`src/rtl/ethernet_tx_scheduler.sv`:
```
// rtl/ethernet_tx_scheduler.sv - shares one ethernet_tx between a response FIFO and an event req/ack channel
// Optional heartbeat frames: define ETHERNET_TX_SCHED_HEARTBEAT_EN.
module ethernet_tx_scheduler #(
  parameter int          DEPTH         = 8,
  parameter int          IFG_CYCLES    = 48,
  parameter int          START_TIMEOUT = 64,
  parameter int          HB_PERIOD     = 1000000,
  parameter logic [15:0] HB_WORD       = 16'hBEEF
) (
  input  logic                         clk,
  input  logic                         rst,
  input  logic [15:0]                  resp_data_i,
  input  logic                         resp_rw_i,
  input  logic                         resp_valid_i,
  input  logic [15:0]                  evt_data_i,
  input  logic                         evt_req_i,
  output logic                         evt_ack_o,
  output logic [15:0]                  etx_rdata_o,
  output logic                         etx_rw_o,
  output logic                         etx_valid_o,
  input  logic                         etx_txen_i,
  output logic [$clog2(DEPTH+1)-1:0]   fifo_count_o,
  output logic                         busy_o,
  output logic                         overflow_o,
  output logic                         timeout_o
);

  localparam int PTR_W   = $clog2(DEPTH);
  localparam int CW      = $clog2(DEPTH + 1);
  localparam int CNT_MAX = (IFG_CYCLES > START_TIMEOUT) ? IFG_CYCLES : START_TIMEOUT;
  localparam int CNT_W   = $clog2(CNT_MAX + 1);

  localparam logic [CW-1:0]    FULL_CNT = CW'(DEPTH);
  localparam logic [CNT_W-1:0] TO_LAST  = CNT_W'(START_TIMEOUT - 1);
  localparam logic [CNT_W-1:0] IFG_LAST = CNT_W'(IFG_CYCLES - 1);

  localparam logic GRANT_RESP = 1'b0;
  localparam logic GRANT_EVT  = 1'b1;

  typedef enum logic [2:0] {
    S_IDLE,
    S_LAUNCH,
    S_WAIT_START,
    S_WAIT_END,
    S_GAP
  } state_t;

  state_t            state_q;
  logic [CNT_W-1:0]  cnt_q;
  logic [15:0]       rdata_q;
  logic              valid_q;
  logic              last_grant_q;
  logic              timeout_q;
  logic              overflow_q;

  logic [15:0]       mem_q [DEPTH];
  logic [PTR_W-1:0]  wr_ptr_q;
  logic [PTR_W-1:0]  rd_ptr_q;
  logic [CW-1:0]     count_q;
  logic [CW-1:0]     count_d;

  logic push_req;
  logic full;
  logic push_ok;
  logic pop;
  logic pending_resp;
  logic pending_evt;
  logic can_grant;
  logic grant_resp;
  logic grant_evt;
  logic grant_hb;
  logic any_grant;

  assign push_req     = resp_valid_i & ~resp_rw_i;
  assign full         = (count_q == FULL_CNT);
  assign push_ok      = push_req & ~full;
  assign pending_resp = (count_q != '0);
  assign pending_evt  = evt_req_i;
  assign can_grant    = (state_q == S_IDLE) && !etx_txen_i;
  assign pop          = grant_resp;
  assign any_grant    = grant_resp | grant_evt | grant_hb;

  // Round-robin only matters on a tie; otherwise whichever source is pending wins.
  always_comb begin
    grant_resp = 1'b0;
    grant_evt  = 1'b0;
    if (can_grant) begin
      if (pending_resp && pending_evt) begin
        if (last_grant_q == GRANT_EVT) grant_resp = 1'b1;
        else                           grant_evt  = 1'b1;
      end else if (pending_resp) begin
        grant_resp = 1'b1;
      end else if (pending_evt) begin
        grant_evt = 1'b1;
      end
    end
  end

`ifdef ETHERNET_TX_SCHED_HEARTBEAT_EN
  localparam logic [31:0] HB_LAST = 32'(HB_PERIOD - 1);
  logic [31:0] hb_cnt_q;

  assign grant_hb = can_grant && !pending_resp && !pending_evt && (hb_cnt_q == HB_LAST);

  always_ff @(posedge clk) begin
    if (rst) begin
      hb_cnt_q <= '0;
    end else if (any_grant) begin
      hb_cnt_q <= '0;
    end else if ((state_q == S_IDLE) && !pending_resp && !pending_evt && (hb_cnt_q != HB_LAST)) begin
      hb_cnt_q <= hb_cnt_q + 32'd1;
    end
  end
`else
  logic [15:0] unused_hb;
  assign grant_hb  = 1'b0;
  assign unused_hb = HB_WORD ^ HB_PERIOD[15:0];
`endif

  always_comb begin
    count_d = count_q;
    case ({push_ok, pop})
      2'b10:   count_d = count_q + CW'(1);
      2'b01:   count_d = count_q - CW'(1);
      default: count_d = count_q;
    endcase
  end

  always_ff @(posedge clk) begin
    if (push_ok) mem_q[wr_ptr_q] <= resp_data_i;
  end

  // A push into a full FIFO is dropped even when a pop frees a slot that same cycle.
  always_ff @(posedge clk) begin
    if (rst) begin
      wr_ptr_q   <= '0;
      rd_ptr_q   <= '0;
      count_q    <= '0;
      overflow_q <= 1'b0;
    end else begin
      count_q <= count_d;
      if (push_ok) wr_ptr_q <= wr_ptr_q + PTR_W'(1);
      if (pop)     rd_ptr_q <= rd_ptr_q + PTR_W'(1);
      if (push_req && full) overflow_q <= 1'b1;
    end
  end

  always_ff @(posedge clk) begin
    if (rst) begin
      state_q      <= S_IDLE;
      cnt_q        <= '0;
      rdata_q      <= '0;
      valid_q      <= 1'b0;
      last_grant_q <= GRANT_EVT;
      timeout_q    <= 1'b0;
    end else begin
      valid_q <= 1'b0;
      case (state_q)
        S_IDLE: begin
          cnt_q <= '0;
          if (grant_resp) begin
            rdata_q      <= mem_q[rd_ptr_q];
            last_grant_q <= GRANT_RESP;
            valid_q      <= 1'b1;
            state_q      <= S_LAUNCH;
          end else if (grant_evt) begin
            rdata_q      <= evt_data_i;
            last_grant_q <= GRANT_EVT;
            valid_q      <= 1'b1;
            state_q      <= S_LAUNCH;
          end
`ifdef ETHERNET_TX_SCHED_HEARTBEAT_EN
          else if (grant_hb) begin
            rdata_q <= HB_WORD;
            valid_q <= 1'b1;
            state_q <= S_LAUNCH;
          end
`endif
        end
        S_LAUNCH: begin
          cnt_q   <= '0;
          state_q <= S_WAIT_START;
        end
        S_WAIT_START: begin
          if (etx_txen_i) begin
            cnt_q   <= '0;
            state_q <= S_WAIT_END;
          end else if (cnt_q == TO_LAST) begin
            cnt_q     <= '0;
            timeout_q <= 1'b1;
            state_q   <= S_GAP;
          end else begin
            cnt_q <= cnt_q + CNT_W'(1);
          end
        end
        S_WAIT_END: begin
          cnt_q <= '0;
          if (!etx_txen_i) state_q <= S_GAP;
        end
        S_GAP: begin
          if (cnt_q == IFG_LAST) begin
            cnt_q   <= '0;
            state_q <= S_IDLE;
          end else begin
            cnt_q <= cnt_q + CNT_W'(1);
          end
        end
        default: begin
          cnt_q   <= '0;
          state_q <= S_IDLE;
        end
      endcase
    end
  end

  assign evt_ack_o    = grant_evt;
  assign etx_rdata_o  = rdata_q;
  assign etx_rw_o     = 1'b0;
  assign etx_valid_o  = valid_q;
  assign fifo_count_o = count_q;
  assign busy_o       = (state_q != S_IDLE);
  assign overflow_o   = overflow_q;
  assign timeout_o    = timeout_q;

endmodule

```
`config.mk`:
```
export PLATFORM = sky130hd
export DESIGN_NAME = ethernet_tx_scheduler
export DESIGN_NICKNAME = d
export VERILOG_FILES = /design/src/rtl/ethernet_tx_scheduler.sv
export SDC_FILE = /design/constraint.sdc
export NUM_CORES = 1
export LEC_CHECK = 0
export ABC_AREA = 1
export CAP_MARGIN = 20
export CORE_MARGIN = 3
export CORE_UTILIZATION = 35
export CTS_BUF_LIST = sky130_fd_sc_hd__clkbuf_16
export DETAILED_ROUTE_END_ITERATION = 8
export HOLD_SLACK_MARGIN = 0.15
export PLACE_DENSITY = 0.5
export SLEW_MARGIN = 15
export SYNTH_ARGS = -nofsm -noshare
export SYNTH_HDL_FRONTEND = slang
export SYNTH_SLANG_ARGS = --single-unit
```
`constraint.sdc`:
```
create_clock -name clk -period 2.69 [get_ports clk]
set_input_delay 0.538 -clock clk [delete_from_list [all_inputs] [get_ports clk]]
set_output_delay 0.538 -clock clk [all_outputs]
set_load 0.1 [all_outputs]
```
==> results of run 1 <==
## metal layers
layer	GRT usage, %	vias up	share of wire, %
met4	3.68	0	0.62
met2	25.1	110	47
li1	-	2410	-
met1	21.0	2355	47
met5	0	-	0
met3	4.02	8	5.2
## worst min-delay path by stage
| stage | cells after the start | end | start | slack (ns) |
|---|---|---|---|---|
| after detailed placement | 1 | cnt_q[0] | cnt_q[0] | 0.46 |
| after CTS | 1 | cnt_q[0] | cnt_q[0] | 0.48 |
| final | 1 | cnt_q[0] | cnt_q[0] | 0.48 |
| after global placement | 1 | overflow_o | overflow_o | 0.45 |
| after global routing | 1 | cnt_q[0] | cnt_q[0] | 0.49 |
| after floorplan | 1 | cnt_q[0] | cnt_q[0] | 0.43 |
## kinds of logic (layout without fill, tap and decap cells)
kind of cell | count (synthesis) | after routing | synth area share (%)
compound gates | 147 | 147 | 11.5
xor+xnor | 7 | 7 | 0.873
other cells | 1 | 1 | 0.0534
flops | 171 | 171 | 67.0
simple gates | 250 | 250 | 15.2
buf+inv | 70 | 154 | 4.35
fa+ha+maj | 6 | 6 | 1.07
## sequential cells by signal, indices dropped and copies added (netlist names), named ones only
| name | flops |
|---|---|
| mem_q | 128 |
| etx_rdata_o | 16 |
| cnt_q | 7 |
| fifo_count_o | 4 |
| rd_ptr_q | 3 |
| state_q | 3 |
| wr_ptr_q | 3 |
| etx_valid_o | 1 |
| last_grant_q | 1 |
| overflow_o | 1 |
| timeout_o | 1 |
## worst reg2reg max path, stage by stage, from the launching register on
cell and delay (ns):
sky130_fd_sc_hd__dfxtp_1 0.38, sky130_fd_sc_hd__nor2_4 0.16, sky130_fd_sc_hd__nand2_4 0.10, sky130_fd_sc_hd__nor2_8 0.12
sky130_fd_sc_hd__nand2_2 0.09, sky130_fd_sc_hd__nor2_8 0.10, sky130_fd_sc_hd__ha_1 0.22, sky130_fd_sc_hd__xor2_1 0.26
sky130_fd_sc_hd__ha_1 0.20, sky130_fd_sc_hd__a21oi_1 0.05, sky130_fd_sc_hd__xnor2_1 0.14, sky130_fd_sc_hd__o21ai_0 0.17
sky130_fd_sc_hd__inv_1 0.06
## layout make-up
cell class / instances / area [um2]
clock inverter: 15 / 134
sequential: 171 / 4710
timing repair buffer: 83 / 803
clock buffer: 17 / 425
multi-input combinational: 411 / 2020
fill: 1817 / 11000
inverter: 39 / 149
tap: 265 / 332
## stage by stage
step,hold slack (ns),total power [W],utilization (%),setup WS (ns)
detailed placement,0.462,0.00647,40.9,0.0859
global placement,0.450,0.00641,40.9,0.141
floorplan,0.430,0.00566,-,0.152
finish,0.476,0.00869,43.7,0.481
CTS,0.480,0.00878,43.7,0.514
global route,0.489,0.00919,43.7,0.314
## power groups by stage
| stage | logic (W) | clock network, W | registers (W) |
|---|---|---|---|
| 2_1_floorplan | 0.00159 | 0 | 0.00407 |
| 3_3_place_gp | 0.00317 | 0 | 0.00324 |
| 3_5_place_dp | 0.00323 | 0 | 0.00324 |
| 4_1_cts | 0.00324 | 0.00236 | 0.00319 |
| 5_1_grt | 0.00350 | 0.00248 | 0.00321 |
| 6_report | 0.00320 | 0.00230 | 0.00319 |
## cells in the final DEF, fill, tap and decap left out, types with 27 or more instances in the layout
cell type                         instances
sky130_fd_sc_hd__nor2_1                 167
sky130_fd_sc_hd__a21oi_1                 27
sky130_fd_sc_hd__o21ai_0                 91
sky130_fd_sc_hd__clkdlybuf4s50_1         37
sky130_fd_sc_hd__dfxtp_1                 38
sky130_fd_sc_hd__buf_4                   39
sky130_fd_sc_hd__nand3_1                 41
sky130_fd_sc_hd__inv_1                   36
sky130_fd_sc_hd__nand2_1                 27
sky130_fd_sc_hd__edfxtp_1               128
## synthesized netlist by cell type, types with 3 or more instances
cell	count	share of area [%]
sky130_fd_sc_hd__buf_2	10	0.71
sky130_fd_sc_hd__nand3_1	41	2.9
sky130_fd_sc_hd__nor2_1	167	8.9
sky130_fd_sc_hd__o21ai_1	3	0.21
sky130_fd_sc_hd__o21a_1	3	0.32
sky130_fd_sc_hd__xnor2_1	3	0.37
sky130_fd_sc_hd__dfxtp_1	43	12
sky130_fd_sc_hd__nand2_1	27	1.4
sky130_fd_sc_hd__clkbuf_1	15	0.80
sky130_fd_sc_hd__a21oi_1	28	2.0
sky130_fd_sc_hd__inv_1	36	1.9
sky130_fd_sc_hd__o211ai_1	17	1.8
sky130_fd_sc_hd__xor2_1	4	0.50
sky130_fd_sc_hd__buf_6	3	0.48
sky130_fd_sc_hd__o21ai_0	91	6.5
sky130_fd_sc_hd__edfxtp_1	128	55
sky130_fd_sc_hd__nor3_1	3	0.21
sky130_fd_sc_hd__ha_1	6	1.1
==> results.txt, run 1 <==
- The number of endpoints with negative hold slack in the final report was 0.
- Critical-path cell list: clkdlybuf4s50_1 -> inv_1 -> nor2_1 -> nor2_8 -> ha_1 -> xor2_1 -> ha_1 -> a21oi_1 -> xnor2_1 -> o21ai_0 -> inv_1
- The critical path ends at fifo_count_o[2].
* Total via count in the routed design: 4,883
- Floorplan core area: 0.0196 mm2
- Clock buffers created by TritonCTS: 17
* Worst setup skew after layout: 0.00706 ns
- After clock tree synthesis, the flow added hold-fix buffers numbering 0.
- The pre-antenna-repair detailed-routing pass consisted of 4 iterations.
- From synthesis to final layout, the design area changed by 22.0%.
- Setup violations remaining at the end of the flow were counted as 0.
- Wires add up to 16.5 mm.
* Post-cts sizing count: 0
* Wire length of the first global-routing pass: roughly 26 mm
- The die is between 100 and 150 um tall.
- Root buf cell: sky130_fd_sc_hd__clkbuf_16
- Final instance count without filler cells: 1,001
* Async S/R FF share, synth: 0%
* Slowest cell on the critical path: sky130_fd_sc_hd__clkdlybuf4s50_1
* CTS clk-pin slew, worst paths: roughly 0.07 ns
* Startpoint of the worst-slack reg-to-reg timing path: state_q[0]
- Synthesis handed over a netlist of 652 instances.
* Routed via count divided by cell count: ~4.9
- The Yosys step of the flow raised 0 warnings.
* Total Negative Setup Slacks: 0 ns
- In this design, the stage delay of the slowest critical-path cell is 0.48 ns.
- The floorplan step defined a die boundary enclosing 0.0218 mm2.
- The critical path contains buffers and inverters numbering 3 combined.
* Worst min-delay path category: flop to flop
* Clock insertion delay at the later pin of the skew report: 0.42 ns
* Max H-tree Level: 4
* Setup slack of the most critical reg-to-reg path: 0.55 ns
- Summed over all nets, the half-perimeter wirelength after detailed placement is 10.3 mm.
* Fraction of power spent switching nets: 41.5%
- Relative contribution of sequential cells to total power: a little under two fifths
- Net count after synthesis: 696
- RSZ-0062 raised after global routing: no
- Total routing usage reported by global routing: 15.5%
- Total number of placement rows: 51
- In this run, synthesis inferred 128 flip-flops with an integrated enable.
* Switching power total: 0.00361 W
* Diode count: 0
- TritonCTS built the clock tree.
- Leakage component of the power: between 3 and 4 nW
- Input and output buffers added on the ports amount to 62.
- Fin crit share: between 80 and 90%
- Final Wtd Congestion: 0.773
* Worst Path Arrival: 2.52 ns
- Remaining global-route overflow: 0
- Flip-flop and latch count after synthesis: around 170
- The internal portion of the total power is 0.00508 W.
- After detailed routing, the number of remaining DRC violations is 0.
- Critical path peak fanout: 3
- The initial utilization of the core area, before any placement, comes to 35.8%.
- The number of setup buffers added after CTS is 0.
- Most frequently used flop master after synthesis: sky130_fd_sc_hd__edfxtp_1
* Count of nets after finishing: 767
- Time the worst path needs with I/O delays and setup: roughly 2.2 ns
- Share of synthesized area occupied by flip-flops and latches: about 67%
- The number of max-slew violations in the final report came to 0.
- Max capacitance violation total: 0
* Number of buffers on the longest clock path: 2
* Vias in the first global route: 4,746
- Worst Setup SP: evt_req_i
- The critical path crosses 11 cells after its start point.
- Number of unique standard cell types used by synthesis: 39
* Num ports: 64
* Transition at the pin with the smallest max-transition slack: between 0.6 and 0.7 ns
* Cell area reported after detailed placement: 0.00801 mm2
- Routed wire per std cell: ~17 um
- Netlist area before placement: 0.00702 mm2
- After detailed placement, the design holds a cell count of 969.
- Final cell area excluding filler cells: around 0.0086 mm2
* Largest net degree at the start of global routing: 65
- Type of the setup path with the least slack: primary input to flop
* Clock power frac: 26.4%
- Measured against its own limit, the worst slew margin works out to a little over half.
- In this run the critical register-to-register path is captured at fifo_count_o[2].
- Measured in cells, the most critical reg-to-reg path has a length of 12.
- From left edge to right edge, the die measures 148 um.
- Crit-path leading delay family: buffers and inverters
- Pwr/cell area: 1010 mW/mm2
- In this run the remaining antenna-violating nets after routing total 0.
* Proportion of layout cells with a drive suffix above 1: between 10% and 20%
- In this run, the combinational gates consume 36.9% of the power.
- Mean cell area of the mapped netlist: about 11 um2
- The run finished with clean final reports.
* Highest attainable clock frequency: 453 MHz
* Number of design-rule violations left by the first detailed-router iteration: ~300
- Worst setup EP type: flop
- Startpoint kind of the worst setup timing path: primary input
- For this design, the sink count on the clock tree is about 170.
- Initial antenna violation count: 0
- Data required time at the worst endpoint: 3.00 ns
- VDD sags by at most between 500 and 600 uV.
(Power assumes the default switching activity.)
==> inputs of run 2 (changes only) <==
--- a/config.mk
+++ b/config.mk
@@ -12,7 +12,7 @@
 export CTS_BUF_LIST = sky130_fd_sc_hd__clkbuf_16
 export DETAILED_ROUTE_END_ITERATION = 8
 export HOLD_SLACK_MARGIN = 0.15
-export PLACE_DENSITY = 0.5
+export PLACE_DENSITY = 0.52
 export SLEW_MARGIN = 15
 export SYNTH_ARGS = -nofsm -noshare
 export SYNTH_HDL_FRONTEND = slang
==> constraint.sdc (replaced) <==
create_clock -name clk -period 1.8 [get_ports clk]
set_input_delay 0.36 -clock clk [delete_from_list [all_inputs] [get_ports clk]]
set_output_delay 0.36 -clock clk [all_outputs]
set_load 0.1 [all_outputs]
==> results.txt, run 2 (synthesis results as in run 1) <==
* Result of the run: finished, violations left
- Failing checks: negative setup slack
- The number of max-cap violations is 0 (unchanged).
- In this run the most critical hold path is launched from cnt_q[0].
- Slowest cell on the critical path: sky130_fd_sc_hd__dfxtp_2
* Final cell area excluding filler cells: 0.00936 mm2 (+9.2%)
- Based on the critical path, the design can be clocked at up to 500 MHz.
- The number of max-slew violations in the final report is 0 (unchanged).
* Starting Density: 35.8% (unchanged)
- Time the worst path needs with I/O delays and setup: 2.00 ns
- Largest net degree at the start of global routing: 53 (-18%)
* Portion of total power attributed to combinational logic: 41.5% (+4.6 points)
* Proportion of layout cells with a drive suffix above 1: 19.4% (+6.5 points)
* Total routing usage reported by global routing: 16.2% (+0.72 points)
- Slowest Stage Delay on Critical Path: 0.33 ns (-0.15 ns)
- Detailed-router iteration count before antenna repair: 4 (unchanged)
- The iteration-0 DRC count of the detailed router came to 388 (+30%).
* Crit-path leading delay family: simple AND/OR/NAND/NOR gates
- The buffers plus inverters on the worst setup path came to 2 (-1).
* Largest register FFs: 128 (unchanged)
* WHS Endpoint: cnt_q[0]
- Wire length of the first global-routing pass: 27.3 mm (+5.3%)
- The die outline area is 0.0218 mm2 (unchanged).
- The endpoint arrival time on the critical path is 1.64 ns (-0.88 ns).
- The via count of the first global-routing pass is 5,039 (+6.2%).
- The signal on the critical path passes through nor2_4 -> nand2_8 -> nor2_8 -> buf_6 -> nand2_4 -> a21oi_4 -> buf_12.
* Diode count: 0 (unchanged)
- Floorplan die height: 148 um (unchanged)
* CTS clk-pin slew, worst paths: 0.06 ns (about the same)
- The insertion delay to the later sink of the worst-skew pair is 0.42 ns (about the same).
- Pwr/cell area: 1540 mW/mm2 (+52%)
- Fraction of power spent switching nets: 39.0% (-2.6 points)
* Data required time at the worst endpoint: 1.44 ns (-1.56 ns)
- The buffer levels on the longest clock path is 2 (unchanged).
- The final weighted congestion in routability-driven placement was 0.796 (+2.9%).
* Routed via count divided by cell count: 4.81 (-1.4%)
- In this run the worst hold path is classified as flop to flop.
- Crit path setup slack, layout: -0.200 ns (-0.682 ns)
- Max H-tree Level: 4 (unchanged)
* RSZ-0062 raised after global routing: yes
- Worst setup EP type: primary output
* Number of cells on the worst reg-to-reg path: 14 (+2)
- The endpoint identified for the worst register-to-register timing path is fifo_count_o[3].
* Clock buffers created by TritonCTS: 17 (unchanged)
* Transition at the pin with the smallest max-transition slack: 0.695 ns (+0.00686 ns)
- The placed wire-length estimate came to 10.9 mm (+6.4%).
* Die X: 148 um (unchanged)
* Relative contribution of sequential cells to total power: 33.9% (-2.8 points)
* ANT nets after route: 0 (unchanged)
- Floorplan core area: 0.0196 mm2 (unchanged)
* Root buf cell: sky130_fd_sc_hd__clkbuf_16
- Clock power frac: 24.7% (-1.7 points)
- Most common library cell in the layout ignoring fill and taps: sky130_fd_sc_hd__nor2_1
- Startpoint of the worst-slack reg-to-reg timing path: state_q[0]
- Routed wire per std cell: 16.4 um (-0.66%)
- Peak supply drop: 657 uV (+26%)
- Min-Delay Path Depth: 1 (unchanged)
- Ranked by flip-flop count, first place goes to mem_q.
- Total number of placement rows: 51 (unchanged)
- The number of endpoints with negative hold slack in the final report is 0 (unchanged).
- Port Buffer Count: 62 (unchanged)
* Worst slew margin relative to its limit: 53.6% (-0.51 points)
- The final number of setup-violating endpoints is 3 (+3).
* Cell area reported after detailed placement: 0.00868 mm2 (+8.4%)
- TritonCTS built the clock tree.
- Leakage component of the power: 3.38 nW (+9.0%)
- Remaining global-route overflow: 0 (unchanged)
- The total wire length after detailed routing came to 16.9 mm (+2.0%).
* TritonCTS Sinks: 171 (unchanged)
* Num ports: 64 (unchanged)
- The clock skew came to 0.00943 ns (+0.00238 ns).
* Count of nets after finishing: 794 (+3.5%)
- The switching power is 0.00561 W (+55%).
- Fin crit share: 111%
- Drt drc: 0 (unchanged)
- Dpl cells: 993 (+2.5%)
- Critical path peak fanout: 3 (unchanged)
* Final instance count without filler cells: 1,028 (+2.7%)
* Setup slack of the most critical reg-to-reg path: -0.11 ns (-0.66 ns)
* Int Power: 0.00878 W (+73%)
* Type of the setup path with the least slack: flop to primary output
- Leaving out fill and tap cells, the most frequent cells in the layout are sky130_fd_sc_hd__nor2_1 (159), sky130_fd_sc_hd__edfxtp_1 (128), sky130_fd_sc_hd__o21ai_0 (84), sky130_fd_sc_hd__nand3_1 (40), sky130_fd_sc_hd__buf_12 (38).
- The initial antenna violation count was 0 (unchanged).
- Total via count in the routed design: 4,947 (+1.3%)
* Startpoint kind of the worst setup timing path: flop
* Synth-to-layout area growth: 33.3%
[run 2: power by group through the flow]
stage          registers [W]  logic [W]  clock network [W]
6_report             0.00487    0.00596            0.00355
4_1_cts              0.00487    0.00589            0.00364
3_3_place_gp         0.00494    0.00566                  0
3_5_place_dp         0.00494    0.00576                  0
5_1_grt              0.00491    0.00646            0.00382
2_1_floorplan        0.00611    0.00248                  0
[run 2: stage by stage]
| step | hold WS [ns] | power [W] | setup TNS, ns | utilization, % | setup slack (ns) |
|---|---|---|---|---|---|
| floorplan | 0.430 | 0.00859 | -1.50 | - | -0.351 |
| detailed placement | 0.467 | 0.0107 | -36.07 | 44.3 | -0.478 |
| global route | 0.499 | 0.0152 | -0.993 | 47.8 | -0.273 |
| CTS | 0.478 | 0.0144 | -0.256 | 47.5 | -0.114 |
| finish | 0.466 | 0.0144 | -0.405 | 47.8 | -0.200 |
| global placement | 0.460 | 0.0106 | -35.98 | 44.3 | -0.403 |
[run 2: worst max path at each step]
| stage | start | depth (start not counted) | to | slack, ns |
|---|---|---|---|---|
| CTS | state_q[2] | 6 | evt_ack_o | -0.11 |
| floorplan | state_q[0] | 13 | fifo_count_o[2] | -0.35 |
| detailed placement | etx_txen_i | 11 | fifo_count_o[2] | -0.48 |
| finish | state_q[0] | 7 | evt_ack_o | -0.20 |
| global placement | etx_txen_i | 11 | fifo_count_o[2] | -0.40 |
| global route | state_q[0] | 15 | fifo_count_o[3] | -0.27 |
[run 2: final cells by class]
cell class	instances	area (um2)
Sequential cell	171	4720
Fill cell	1787	10200
Clock buffer	17	425
Inverter	39	153
Clock inverter	15	148
Tap cell	265	332
Timing Repair Buffer	110	1400
Multi-Input combinational cell	411	2180
[run 2: timing repair]
action | in CTS | in global routing
setup endpoints to repair | 15 | 15
hold buffers | 0 | 0
pin swaps | 5 | 10
hold endpoints to repair | 0 | 0
setup buffers | 2 | 1
gates resized for setup | 10 | 17
[run 2: routing by layer]
layer  vias to the layer above  share of wire (%)  routed length, um  GRT usage (%)
met3                         9                4.5                763           3.59
met5                         -                  0                  0              0
met1                      2369                 47               8010           21.8
li1                       2463                  -                  -              -
met2                       106                 47               7980           26.5
met4                         0               0.75                126           4.57
